===== src/rtl/i2s_tx_sequencer_if.sv =====
// Upstream sample-pair handshake between a sample source and the I2S
// transmit sequencer. A pair moves in any ck where in_valid and in_ready
// are both high.
interface i2s_tx_sequencer_if;
    logic [15:0] in_l;
    logic [15:0] in_r;
    logic        in_valid;
    logic        in_ready;

    // Sample source side
    modport master (
        output in_l,
        output in_r,
        output in_valid,
        input  in_ready
    );

    // Sequencer side
    modport slave (
        input  in_l,
        input  in_r,
        input  in_valid,
        output in_ready
    );
endinterface


===== src/rtl/i2s_tx_sequencer.sv =====
// I2S transmit timing and sample sequencer.
//
// Divides i_ck into the bit clock (o_sck) and word select (o_ws). It pulls
// one stereo pair per frame from the upstream handshake and presents it on
// o_data_l/o_data_r. The pair is refreshed mid right slot, so the words are
// stable whenever the shifter loads them.
//
// Build option: I2S_SEQ_HOLD_EN
//   defined     - on underrun the previous pair is kept (last sample repeats)
//   not defined - on underrun both words are loaded with zero (mute)
//
// Parameters:
//   DIVIDE    ck cycles per sck half-period (>= 1)
//   SLOT_BITS sck cycles per channel slot (>= 16, even)
//
// Every output comes straight from a flop, so no input has a combinational
// path to an output. in_ready is registered as a one-ck window, and the
// transfer takes place on the ck edge that closes that window.
module i2s_tx_sequencer #(
    parameter int DIVIDE    = 8,
    parameter int SLOT_BITS = 16
) (
    input  logic                 i_ck,
    input  logic                 i_rst_n,
    input  logic                 i_en,
    i2s_tx_sequencer_if.slave    src,
    output logic                 o_sck,
    output logic                 o_ws,
    output logic [15:0]          o_data_l,
    output logic [15:0]          o_data_r,
    output logic                 o_frame,
    output logic                 o_underrun
);

    // Counter widths. The prescaler keeps at least one bit, even for DIVIDE=1.
    localparam int PW = (DIVIDE > 1) ? $clog2(DIVIDE) : 1;
    localparam int BW = $clog2(2 * SLOT_BITS);

    localparam logic [PW-1:0] PRESC_LAST = PW'(DIVIDE - 1);
    localparam logic [BW-1:0] BIT_LAST   = BW'(2 * SLOT_BITS - 1);
    localparam logic [BW-1:0] BIT_SLOT   = BW'(SLOT_BITS);
    localparam logic [BW-1:0] BIT_UPDATE = BW'(SLOT_BITS + SLOT_BITS / 2);

    logic [PW-1:0] r_presc;
    logic [BW-1:0] r_bit;
    logic          r_sck;
    logic          r_ws;
    logic          r_frame;
    logic          r_in_ready;
    logic          r_underrun;
    logic [15:0]   r_data_l;
    logic [15:0]   r_data_r;

    logic          w_tick;
    logic          w_fall;
    logic          w_wrap;
    logic [BW-1:0] w_bit_next;
    logic          w_take;
    logic          w_starve;

    // Prescaler terminal count. Combined with sck high, it marks the falling edge.
    assign w_tick     = (r_presc == PRESC_LAST);
    assign w_fall     = w_tick & r_sck;
    assign w_wrap     = (r_bit == BIT_LAST);
    assign w_bit_next = w_wrap ? '0 : (r_bit + 1'b1);

    // The handshake closes on the edge after the in_ready window. Dropping en
    // in that window cancels it: neither a load nor an underrun happens.
    assign w_take   = i_en & r_in_ready & src.in_valid;
    assign w_starve = i_en & r_in_ready & ~src.in_valid;

    // Timing chain: prescaler, bit clock, bit counter and the strobes derived from them.
    always_ff @(posedge i_ck) begin
        if (!i_rst_n || !i_en) begin
            r_presc    <= '0;
            r_bit      <= '0;
            r_sck      <= 1'b0;
            r_ws       <= 1'b0;
            r_frame    <= 1'b0;
            r_in_ready <= 1'b0;
        end else begin
            r_frame    <= 1'b0;
            r_in_ready <= 1'b0;
            if (w_tick) begin
                r_presc <= '0;
                r_sck   <= ~r_sck;
            end else begin
                r_presc <= r_presc + 1'b1;
            end
            if (w_fall) begin
                r_bit      <= w_bit_next;
                r_ws       <= (w_bit_next >= BIT_SLOT);
                r_frame    <= w_wrap;
                r_in_ready <= (w_bit_next == BIT_UPDATE);
            end
        end
    end

    // Sample pair registers and the underrun strobe. The pair is held while en is low.
    always_ff @(posedge i_ck) begin
        if (!i_rst_n) begin
            r_data_l   <= '0;
            r_data_r   <= '0;
            r_underrun <= 1'b0;
        end else begin
            r_underrun <= w_starve;
            if (w_take) begin
                r_data_l <= src.in_l;
                r_data_r <= src.in_r;
            end else if (w_starve) begin
`ifdef I2S_SEQ_HOLD_EN
                r_data_l <= r_data_l;
                r_data_r <= r_data_r;
`else
                r_data_l <= '0;
                r_data_r <= '0;
`endif
            end
        end
    end

    assign src.in_ready = r_in_ready;
    assign o_sck        = r_sck;
    assign o_ws         = r_ws;
    assign o_frame      = r_frame;
    assign o_underrun   = r_underrun;
    assign o_data_l     = r_data_l;
    assign o_data_r     = r_data_r;

endmodule


===== src/flat_wrapper.sv =====
// flat-port wrapper written by rule: the top's interface ports become plain ports
module i2s_tx_sequencer_flat 
#(
    parameter int DIVIDE    = 8,
    parameter int SLOT_BITS = 16
)
  (i_ck, i_rst_n, i_en, o_sck, o_ws, o_data_l, o_data_r, o_frame, o_underrun, src_in_l, src_in_r, src_in_valid, src_in_ready);
  i2s_tx_sequencer_if src_i ();
  input  logic i_ck;
  input  logic i_rst_n;
  input  logic i_en;
  output logic o_sck;
  output logic o_ws;
  output logic [15:0] o_data_l;
  output logic [15:0] o_data_r;
  output logic o_frame;
  output logic o_underrun;
  input wire logic [$bits(src_i.in_l)-1:0] src_in_l;
  input wire logic [$bits(src_i.in_r)-1:0] src_in_r;
  input wire logic [$bits(src_i.in_valid)-1:0] src_in_valid;
  output wire logic [$bits(src_i.in_ready)-1:0] src_in_ready;
  assign src_i.in_l = src_in_l;
  assign src_i.in_r = src_in_r;
  assign src_i.in_valid = src_in_valid;
  assign src_in_ready = src_i.in_ready;
  i2s_tx_sequencer #(.DIVIDE(DIVIDE), .SLOT_BITS(SLOT_BITS)) u_core (.i_ck(i_ck), .i_rst_n(i_rst_n), .i_en(i_en), .src(src_i), .o_sck(o_sck), .o_ws(o_ws), .o_data_l(o_data_l), .o_data_r(o_data_r), .o_frame(o_frame), .o_underrun(o_underrun));
endmodule

===== config.mk =====
export PLATFORM = sky130hd
export DESIGN_NAME = i2s_tx_sequencer_flat
export DESIGN_NICKNAME = d
export VERILOG_FILES = /design/src/rtl/i2s_tx_sequencer_if.sv /design/src/rtl/i2s_tx_sequencer.sv /design/src/flat_wrapper.sv
export SDC_FILE = /design/constraint.sdc
export NUM_CORES = 1
export LEC_CHECK = 0
export CORE_MARGIN = 10
export CORE_UTILIZATION = 41
export CTS_BUF_LIST = sky130_fd_sc_hd__clkbuf_8
export CTS_CLUSTER_SIZE = 14
export DETAILED_ROUTE_END_ITERATION = 10
export HOLD_SLACK_MARGIN = 0.1
export PLACE_DENSITY = 0.82
export SLEW_MARGIN = 20
export SYNTH_ARGS = -nofsm -noshare
export SYNTH_HDL_FRONTEND = slang
export SYNTH_SLANG_ARGS = --single-unit

===== constraint.sdc =====
create_clock -name i_ck -period 2.4 [get_ports i_ck]
set_input_delay 0.48 -clock i_ck [delete_from_list [all_inputs] [get_ports i_ck]]
set_output_delay 0.48 -clock i_ck [all_outputs]
set_load 0.02 [all_outputs]

==> results of run 1 <==
## cell families (layout without fill, tap and decap cells)
group / Yosys count / count (layout) / share of synthesized area [%]
and+or+nand+nor: 88 / 88 / 25.80
DFF: 44 / 44 / 49.09
AOI/OAI and AO/OA: 40 / 40 / 15.69
buffers and inverters: 20 / 86 / 4.463
adders and majority gates: 5 / 5 / 3.487
xor gates and xnor gates: 3 / 3 / 1.465
## report_power, final
part / internal [W] / switching (W) / leakage (nW)
registers: 0.000731 / 0.000000661 / 0.354
clock network: 0.000226 / 0.000232 / 0.0538
logic: 0.0000618 / 0.0000361 / 0.491
## metal layers
| metal | wire, um | part of all wire [%] | vias to the layer above |
|---|---|---|---|
| met5 | 0 | 0 | - |
| met4 | 17 | 0.35 | 0 |
| met3 | 439 | 9.0 | 2 |
| met2 | 2247 | 46 | 50 |
| met1 | 2182 | 45 | 782 |
| li1 | - | - | 838 |
## synth_stat cells
cell type  count  share of area [%]
a31oi_1        1               0.35
or4_4          1               0.63
nor3_2         1               0.56
a21boi_1      32                 13
nor3b_1        3                1.3
nor3_1         1               0.28
xor2_1         2               0.98
or4b_1         1               0.56
dfxtp_1       44                 49
nand2_2        1               0.35
xnor2_1        1               0.49
or4_1          1               0.42
and3_1         1               0.35
nand4_1       32                 11
nor4bb_1       1               0.56
buf_2          1               0.28
ha_1           5                3.5
nand2_1       37                7.7
buf_4          1               0.42
o21ai_1        2               0.56
a21oi_1        5                1.4
nand3_1        4                1.1
nor2_1         4               0.84
clkbuf_1      18                3.8
## cells in the final DEF, fill, tap and decap left out, drive strengths merged, types with 2 or more instances in the layout
cell type	instances
inv	2
xor2	2
nor2	4
nor3b	3
a21oi	5
nand3	4
clkdlybuf4s50	72
nand4	32
dfxtp	44
or4	2
o21ai	2
a21boi	32
ha	5
clkbuf	6
nor3	2
nand2	38
buf	6
## stage by stage
stage                     setup WS [ns]  hold slack, ns
final                            0.4975          0.4348
after global routing             0.4261          0.4525
after CTS                        0.4813          0.4419
after detailed placement         0.3607          0.4305
after global placement           0.3915          0.4190
after floorplan                  0.6546          0.4043
## sequential cells by signal, indices dropped and copies added (netlist names)
register	count
u_core.o_underrun	1
u_core.r_bit	4
u_core.o_data_l	16
u_core.o_ws	1
u_core.o_sck	1
u_core.src.in_ready	1
u_core.o_frame	1
u_core.r_presc	3
u_core.o_data_r	16
## final cells by class
type | count | area (um2) | share of cell area (%)
sequential | 44 | 880.8 | 33.46
multi-input combinational | 136 | 833.3 | 31.65
tap | 50 | 62.56 | 2.376
clock inverter | 2 | 7.507 | 0.2852
clock buffer | 6 | 82.58 | 3.137
timing repair buffer | 78 | 765.7 | 29.09
## worst min-delay path by stage
stage	to	depth (start not counted)
finish	u_core.r_presc[0]	1
global route	u_core.r_presc[0]	1
CTS	u_core.r_presc[0]	1
detailed placement	u_core.r_presc[0]	1
global placement	u_core.r_presc[0]	1
floorplan	u_core.r_presc[0]	1
==> results.yml, run 1 <==
critical_path:
  worst-endpoint-arrival_ns: 1.42
  cp-start-kind: "register"
  crit_fanout: 7
  crit_slowest_cell: "clkdlybuf4s50_1"
  crit_cells: 1
  max_stage_delay_ns: 0.66
  cp_cell_sequence: "clkdlybuf4s50_1"
  r2r_setup_slack_ns: 0.52
  crit_buf_inv: 1
  path_class: "register to output port"
  r2r-end: "u_core.src.in_ready"
  critPathTopFamily: "buffers and inverters"
  cp-startpoint: "u_core.o_sck"
  endpoint_kind: "output port"
  r2r_start: "u_core.r_bit[0]"
  r2r_cells: 5
  critical_path.endpoint: "o_sck"
  worstPathRequired_ns: 1.92
sta:
  setup_violations: 0
  worstMarginPinSlew_ns: 0.3766
  maxClockFrequency_mhz: 525.6
  fin_crit_sh_pct: 79.27
  setup_tns_ns: 0
  skew_ns: 0.002661
  relSlewSlack_pct: 74.83
  hold_viol_final: 0
  drv_slew: 0
  rsz0062_at_grt: "false"
  final.min_clock_period_ns: 1.902
routing:
  ant_nets: 0
  vias: 1672
  drtIter0Drc: 78
  drt-total-wl_um: 4886
  drc: 0
  drt-pass1-iter-count: 4
  routedWlPerCell_um: 15.46
  vias_per_cell: 5.291
worst_hold_path:
  min-delay-start: "u_core.r_presc[0]"
  hp-class: "register to register"
global_routing:
  grt_use_met1_pct: 15.31
  overflow: 0
  grt_usage_pct: 12.77
  antenna_found_initial: 0
  grt_start_max_net_pins: 34
  grt.busiest_layer: "met2"
  use_met2_pct: 19.41
  grt_pass1_wl_um: 7907
  grtUsageMet3_pct: 6.623
  grt_pass1_vias: 1601
layout:
  final_nets: 306
  final_util_pct: 63.97
  diodes: 0
  fillers: 358
  layout-drive-gt1-share_pct: 5.639
  finalInstanceArea_um2: 2633
  final_cells: 316
  area_growth_pct: 46.72
power:
  p_leak_nw: 0.8996
  vdd_drop_max_mv: 0.4528
  power_density_nw_per_um2: 489.2
  fin_total_pwr_w: 0.001288
synthesis:
  postSynthAreaPerCell_um2: 8.971
  seq_area_frac_synth_pct: 49.09
  ys_ff_latch: 44
  synth_area_um2: 1794
  synth_cell_types: 24
  synth_cells: 200
  yosys_warnings: 0
  syn-num-nets: 241
place:
  dp_hpwl_um: 3429
  place_congestion: 0.7248
  dpl_cell_area_um2: 2542
  dp_cells: 308
  io_buffers: 72
die:
  io_pins: 73
  num_rows: 23
  die_h_um: 86.15
  coreArea_um2: 4115
  die_area_um2: 7422
  start_util_pct: 43.60
  die_w_um: 86.15
cts:
  post_cts_buffers: 0
  cts_buffer_depth: 2
  cts_buffers: 5
  cts_hold_buf: 0
  clk_latency_ns: 0.28
  cts_resized: 0
  clock_tree.htree_level_count: 2
  clk_pin_slew_ns: 0.08
  cts_root_buffer: "clkbuf_8"
  cts.sinks: 44
  cts_tree: "yes"
flow_run:
  drv_cap: 0
status:
  status: "completed"
No activity file was read; power rests on OpenSTA's default activity.
==> run 2: changes to the inputs <==
--- a/config.mk
+++ b/config.mk
@@ -6,12 +6,12 @@
 export NUM_CORES = 1
 export LEC_CHECK = 0
 export CORE_MARGIN = 10
-export CORE_UTILIZATION = 41
+export CORE_UTILIZATION = 40
 export CTS_BUF_LIST = sky130_fd_sc_hd__clkbuf_8
 export CTS_CLUSTER_SIZE = 14
 export DETAILED_ROUTE_END_ITERATION = 10
 export HOLD_SLACK_MARGIN = 0.1
-export PLACE_DENSITY = 0.82
+export PLACE_DENSITY = 0.83
 export SLEW_MARGIN = 20
 export SYNTH_ARGS = -nofsm -noshare
 export SYNTH_HDL_FRONTEND = slang
==> constraint.sdc (replaced) <==
create_clock -name i_ck -period 1.5 [get_ports i_ck]
set_input_delay 0.3 -clock i_ck [delete_from_list [all_inputs] [get_ports i_ck]]
set_output_delay 0.3 -clock i_ck [all_outputs]
set_load 0.02 [all_outputs]
==> results.yml, run 2 (same netlist as run 1, synthesis figures left out) <==
status:
  status: "complete, but fails checks"
  violations: "negative setup slack"
die:
  start_util_pct: 41.21
  die_h_um: 86.98
  num_rows: 24
  die_w_um: 86.98
  coreArea_um2: 4354
  die_area_um2: 7565
  io_pins: 73
critical_path:
  crit_fanout: 2
  max_stage_delay_ns: 0.41
  endpoint_kind: "register"
  crit_top_cell: "ha_4"
  path_class: "register to register"
  cp-start-kind: "register"
  critPathTopFamily: "simple AND/OR/NAND/NOR gates"
  worst-endpoint-arrival_ns: 1.77
  crit_slowest_cell: "or4_4"
  cp_cell_sequence: "ha_4 > and3_4 > ha_4 > nand2_2 > or4_4 > nor3_2"
  worstPathRequired_ns: 1.73
  crit_buf_inv: 0
sta:
  rsz0062_at_grt: "true"
  skew_ns: 0.008078
  hold_viol_final: 0
  drv_slew: 0
  fin_crit_sh_pct: 102.9
  setup_tns_ns: -0.08707
  fin_hold_ws_ns: 0.4119
  final.min_clock_period_ns: 1.543
  fin_ws_ns: -0.04336
  worstMarginPinSlew_ns: 0.3557
  setup_violations: 3
  relSlewSlack_pct: 76.29
  maxClockFrequency_mhz: 647.9
global_routing:
  overflow: 0
  grt_pass1_vias: 1653
  antenna_found_initial: 0
  grt_usage_pct: 13.82
  grt_start_max_net_pins: 34
  grt_pass1_wl_um: 8583
place:
  dp_hpwl_um: 3805
  io_buffers: 72
  place_congestion: 0.7797
routing:
  drt-total-wl_um: 5379
  drc: 0
  vias_per_cell: 5.227
  drt-pass1-iter-count: 4
  vias: 1725
  ant_nets: 0
  routedWlPerCell_um: 16.30
  drtIter0Drc: 66
cts:
  cts_tree: "yes"
  cts_hold_buf: 0
  clk_pin_slew_ns: 0.08
  cts.sinks: 44
  cts_buffers: 5
  clock_tree.htree_level_count: 2
  cts_root_buffer: "clkbuf_8"
  cts_buffer_depth: 2
  clk_latency_ns: 0.29
flow_run:
  drv_cap: 0
power:
  combPwrFrac_pct: 7.2
  pwr-share-seq_pct: 50.5
  internal_power_w: 0.001861
  p_sw_share_pct: 19.58
  switching_power_w: 0.0004532
  vdd_drop_max_mv: 0.5149
  power_density_nw_per_um2: 828.1
  p_clk_share_pct: 42.3
  p_leak_nw: 1.166
layout:
  layout.cells.most_common_list: "dfxtp_1 (41), dlygate4sd2_1 (37), nand2_1 (36), clkdlybuf4s50_1 (35)"
  layout-drive-gt1-share_pct: 14.75
  diodes: 0
  final_common_cell: "dfxtp_1"
  fillers: 371
  final_nets: 318
  final_util_pct: 64.20
  area_growth_pct: 55.79
worst_hold_path:
  hp-class: "register to register"
==> run 2: final cells by class <==
| cell class | count | area, um2 | area share, % |
|---|---|---|---|
| flip-flops and latches | 44 | 887.1 | 31.74 |
| well taps | 52 | 65.06 | 2.328 |
| repair buffers | 90 | 825.8 | 29.54 |
| clock inverters | 1 | 30.03 | 1.074 |
| multi-input cells | 136 | 890.9 | 31.87 |
| clock buffers | 7 | 96.34 | 3.447 |
==> run 2: power by group through the flow <==
| stage | Clock [W] | Sequential (W) | Combinational [W] |
|---|---|---|---|
| 2_1_floorplan | 0 | 0.00120 | 0.0000499 |
| 5_1_grt | 0.00106 | 0.00117 | 0.000180 |
| 6_report | 0.000979 | 0.00117 | 0.000166 |
| 3_5_place_dp | 0 | 0.00120 | 0.000164 |
| 3_3_place_gp | 0 | 0.00120 | 0.000163 |
| 4_1_cts | 0.000997 | 0.00117 | 0.000166 |
==> run 2: path summary, 6_finish.rpt <==
kind / from / end / slack (ns) / cells past startpoint
hold reg to reg: u_core.r_presc[0] / u_core.r_presc[0] / 0.41 / 1
hold / removal: u_core.r_presc[0] / u_core.r_presc[0] / 0.41 / 1
setup / recovery: u_core.r_bit[0] / u_core.src.in_ready / -0.04 / 6
setup reg to reg: u_core.r_bit[0] / u_core.src.in_ready / -0.04 / 6
==> run 2: per-layer routing <==
| metal | global-route usage [%] | share of wire, % | vias up |
|---|---|---|---|
| met5 | 0 | 0 | - |
| met4 | 2.946 | 0.54 | 0 |
| met1 | 16.64 | 42 | 799 |
| li1 | - | - | 866 |
| met2 | 22.45 | 49 | 56 |
| met3 | 5.618 | 8.0 | 4 |
==> run 2: per-stage QoR <==
stage	total power [W]	cell area, um2	cells	setup WS [ns]
after floorplan	0.001246	1838	200	-0.03759
after global placement	0.001359	2680	321	-0.04779
after detailed placement	0.001361	2680	321	-0.05660
after CTS	0.002332	2763	329	-0.05440
after global routing	0.002405	2795	330	-0.07852
final	0.002315	2795	330	-0.04336
==> run 2: worst register-to-register path, cell delays in order (launching register included) <==
cell and delay [ns]:
dfxtp_4 0.35, ha_4 0.15, and3_4 0.18, ha_4 0.26, nand2_2 0.04, or4_4 0.41, nor3_2 0.10
==> run 2: timing repair <==
action,4_1_cts,5_1_grt
hold endpoints to repair,0,0
cloned,0,0
pin swaps,3,2
setup endpoints to repair,40,4
buffers inserted,0,1
gates resized for setup,38,7
==> RTL edit 1: new RTL, config.mk and constraints of run 1 <==
The option `I2S_SEQ_HOLD_EN` is turned on by a define.
--- a/src/rtl/i2s_tx_sequencer.sv
+++ b/src/rtl/i2s_tx_sequencer.sv
@@ -18,2 +18,4 @@
 // transfer takes place on the ck edge that closes that window.
+`define I2S_SEQ_HOLD_EN
+
 module i2s_tx_sequencer #(
Check against the original RTL: no difference found for any inputs over 10 cycles, from zero or initial values and one cycle with i_rst_n low; that may be too few to reach the edited logic, so the function may still have changed.
==> RTL edit 1 against run 1 <==
- sequential cell count did not move
- wire length shrank 13%
- non-clock buffer count down 2
- worst setup slack got worse by 0.0023 ns
- die area down 4.5%
- via count fell by 11%
- core utilization decreased by 0.76 points
- cell area decreased by 3.9%
- register-to-register slack better by 0.02 ns
- critical path depth unchanged
- area after synthesis fell by 5.8%
- critical endpoint unchanged
- total power is 4.6% lower
==> RTL edit 1: results <==
[sta]
tightest_slew_ns = 0.326
clock_skew_ns = 0.00299

[status]
outcome = finished, final reports clean

[clocking]
clk_latency_ns = 0.28
cts_buffers = 5
cts_resized = 0
clock_path_buffers = 2
path_clk_slew_ns = 0.07
root_buffer = clkbuf_8
h-tree-depth = 2
ctsHoldBuffers = 0
post_cts_buffers = 0

[global_route]
gr-usage-all-layers = 0.120
grt.overflow.total = 0
grt_max_degree = 33
grt_pass1_wl_mm = 7.11
antenna_found_initial = 0

[place]
io_buffers = 72
dpl.hpwl_mm = 3.22
finalWeightedCongestion = 0.783

[synthesis]
synth_compound_area_frac = 0.167
yosysWarnings = 0
postSynthNetCount = 234
synth_ff_type = dfxtp_1
yosys.area_share.xor_xnor = 0.0155
seq_area_frac_synth = 0.521
synth.distinct_cells = 22
yosys.area_share.adder = 0.0370
syn_inst = 193
synthArstFlopShare = 0
synth_common_cells = nand2_1 (68), dfxtp_1 (44), a21boi_1 (32)
synth_area_leaders = dfxtp_1 (52%), nand2_1 (15%), a21boi_1 (14%)
synth.area.mux_share = 0

[critical_path]
crit_slowest_cell = clkdlybuf4s50_1
cp_max_fo = 7
slowest_delay_ns = 0.67
critical_path.top_delay_family = buffers and inverters
arrival_ns = 1.42

[routing]
wl_per_cell_um = 13.6
drt_iter0_drc = 59
firstDrtPassIters = 3
num_vias = 1492
avgViaCountPerCell = 4.75

[pwr]
p_leak_nw = 0.887
p_switching_w = 0.000244
ir_drop_mv = 0.355

[finish]
nFillCells = 377
diodes = 0
drive_gt1_frac = 0.0455
nets = 305

[hold_path]
hold_class = flip-flop to flip-flop
-- RTL edit 1: logic make-up after synthesis --
kind of cell / after synthesis
AOI/OAI and AO/OA: 40
DFF: 44
xor gates and xnor gates: 3
and+or+nand+nor: 89
adders and majority gates: 5
buffers and inverters: 12
-- RTL edit 1: layer usage --
metal | GRT usage | up-vias | routed length [um]
li1 | - | 774 | -
met1 | 0.129 | 672 | 1770
met2 | 0.207 | 42 | 2130
met3 | 0.0551 | 4 | 347
met4 | 0.0320 | 0 | 25
met5 | 0 | - | 0
-- RTL edit 1: worst paths after layout --
path	from	endpoint	slack, ns	cells after the start
max	u_core.o_sck	o_sck	0.50	1
min	u_core.r_presc[0]	u_core.r_presc[0]	0.42	1
max reg2reg	u_core.r_bit[0]	u_core.src.in_ready	0.54	5
min reg2reg	u_core.r_presc[0]	u_core.r_presc[0]	0.42	1
-- RTL edit 1: power groups by stage --
stage	Clock (W)	Combinational, W	Sequential, W
after floorplan	0	0.0000163	0.000749
after global placement	0	0.0000791	0.000749
after detailed placement	0	0.0000793	0.000749
after CTS	0.000446	0.0000799	0.000731
after global routing	0.000474	0.0000860	0.000732
final	0.000418	0.0000790	0.000732
-- RTL edit 1: final cells by class --
cell class                 count  area share
clock buffer                   5      0.0272
clock inverter                 2     0.00346
multi-input combinational    137       0.299
sequential                    44       0.348
tap                           50      0.0247
timing repair buffer          76       0.297
-- RTL edit 1: stage by stage --
stage               hold WS (ns)  power [W]   util  cell area, um2  setup slack [ns]
floorplan                  0.404   0.000765      -            1690             0.655
CTS                        0.428    0.00126  0.632            2530             0.469
global placement           0.418   0.000828  0.613            2450             0.597
detailed placement         0.416   0.000828  0.613            2450             0.548
global route               0.452    0.00129  0.632            2530             0.424
finish                     0.424    0.00123  0.632            2530             0.495
==> RTL edit 2: new RTL, config.mk and constraints of run 1 <==
Without the edit above. Make the reset (`i_rst_n`) asynchronous in one clocked block.
--- a/src/rtl/i2s_tx_sequencer.sv
+++ b/src/rtl/i2s_tx_sequencer.sv
@@ -99,3 +99,3 @@
     // Sample pair registers and the underrun strobe. The pair is held while en is low.
-    always_ff @(posedge i_ck) begin
+    always_ff @(posedge i_ck or negedge i_rst_n) begin
         if (!i_rst_n) begin
Behaviour: no difference found for any inputs over 10 cycles, from zero or initial values and one cycle with i_rst_n low; that may be too few to reach the edited logic, so the function may still have changed.
==> RTL edit 2 against run 1 <==
- register-to-register slack better by 0.02 ns
- area after synthesis is 1.7% lower
- fmax is essentially flat
- total power up 4.5%
- cell area did not move
- synthesized cell count decreased by 3.5%
- via count fell by 8.6%
- core utilization grew 0.45 points
- sequential power rose by 3.0%
- critical path depth unchanged
- worst setup slack about the same
- wire length shrank 4.1%
- sequential cell count unchanged
- critical path type unchanged
- critical endpoint unchanged
- largest cell class unchanged
- largest power group unchanged
==> RTL edit 2: results <==
[status]
outcome = finished, final reports clean

[synthesis]
seq_area_frac_synth = 0.593
synth_compound_area_frac = 0.114
synth_common_cells = nand2_1 (69), o21ai_0 (34), dfrtp_1 (33)
postSynthNetCount = 234
yosys.area_share.adder = 0.0355
avgSynthCellArea_um2 = 9.14
synthArstFlopShare = 0.750
yosysMostFrequentCell = nand2_1
yosys.area_share.xor_xnor = 0.0149
synth_area_leaders = dfrtp_1 (47%), nand2_1 (15%), dfxtp_1 (12%)

[finish]
drive_gt1_frac = 0.0566
multi_input_area_um2 = 668
nFillCells = 362

[sta]
tightest_slew_ns = 0.471
layout_min_cycle_time_ns = 1.90
clock_skew_ns = 0.00634
hold_slack_ns = 0.254

[global_route]
grt_pass1_wl_mm = 7.76
grt_pass1_vias = 1560
grt_max_degree = 50
gr-usage-all-layers = 0.129

[place]
finalWeightedCongestion = 0.794
place_ws_ns = 0.536
dp_cells = 307
dpl_cell_area_um2 = 2540

[pwr]
p_leak_nw = 1.13
ir_drop_mv = 0.323

[routing]
drt_wl_total_mm = 4.69
drt_iter0_drc = 64
wl_met3_um = 336
drt-met1-wl_mm = 1.91
route.met2.wl_mm = 2.42

[hold_path]
hold_class = input pin to async pin

[clocking]
clock_path_buffers = 2
RTL edit 2: routing by layer:
| metal | vias to the layer above | GRT usage |
|---|---|---|
| met5 | - | 0 |
| met4 | 0 | 0.0404 |
| met3 | 3 | 0.0501 |
| met2 | 45 | 0.223 |
| met1 | 704 | 0.142 |
| li1 | 776 | - |
RTL edit 2: area by class of cell:
type | instances | share of cell area
Clock buffer | 6 | 0.0314
Clock inverter | 2 | 0.00285
Multi-Input combinational cell | 136 | 0.254
Sequential cell | 44 | 0.397
Tap cell | 50 | 0.0238
Timing Repair Buffer | 77 | 0.291
RTL edit 2: power by group:
group / leakage, nW / internal [W] / switching (W)
clock: 0.0538 / 0.000226 / 0.000234
combinational: 0.535 / 0.0000765 / 0.0000552
sequential: 0.546 / 0.000748 / 0.00000511
total: 1.13 / 0.00105 / 0.000294
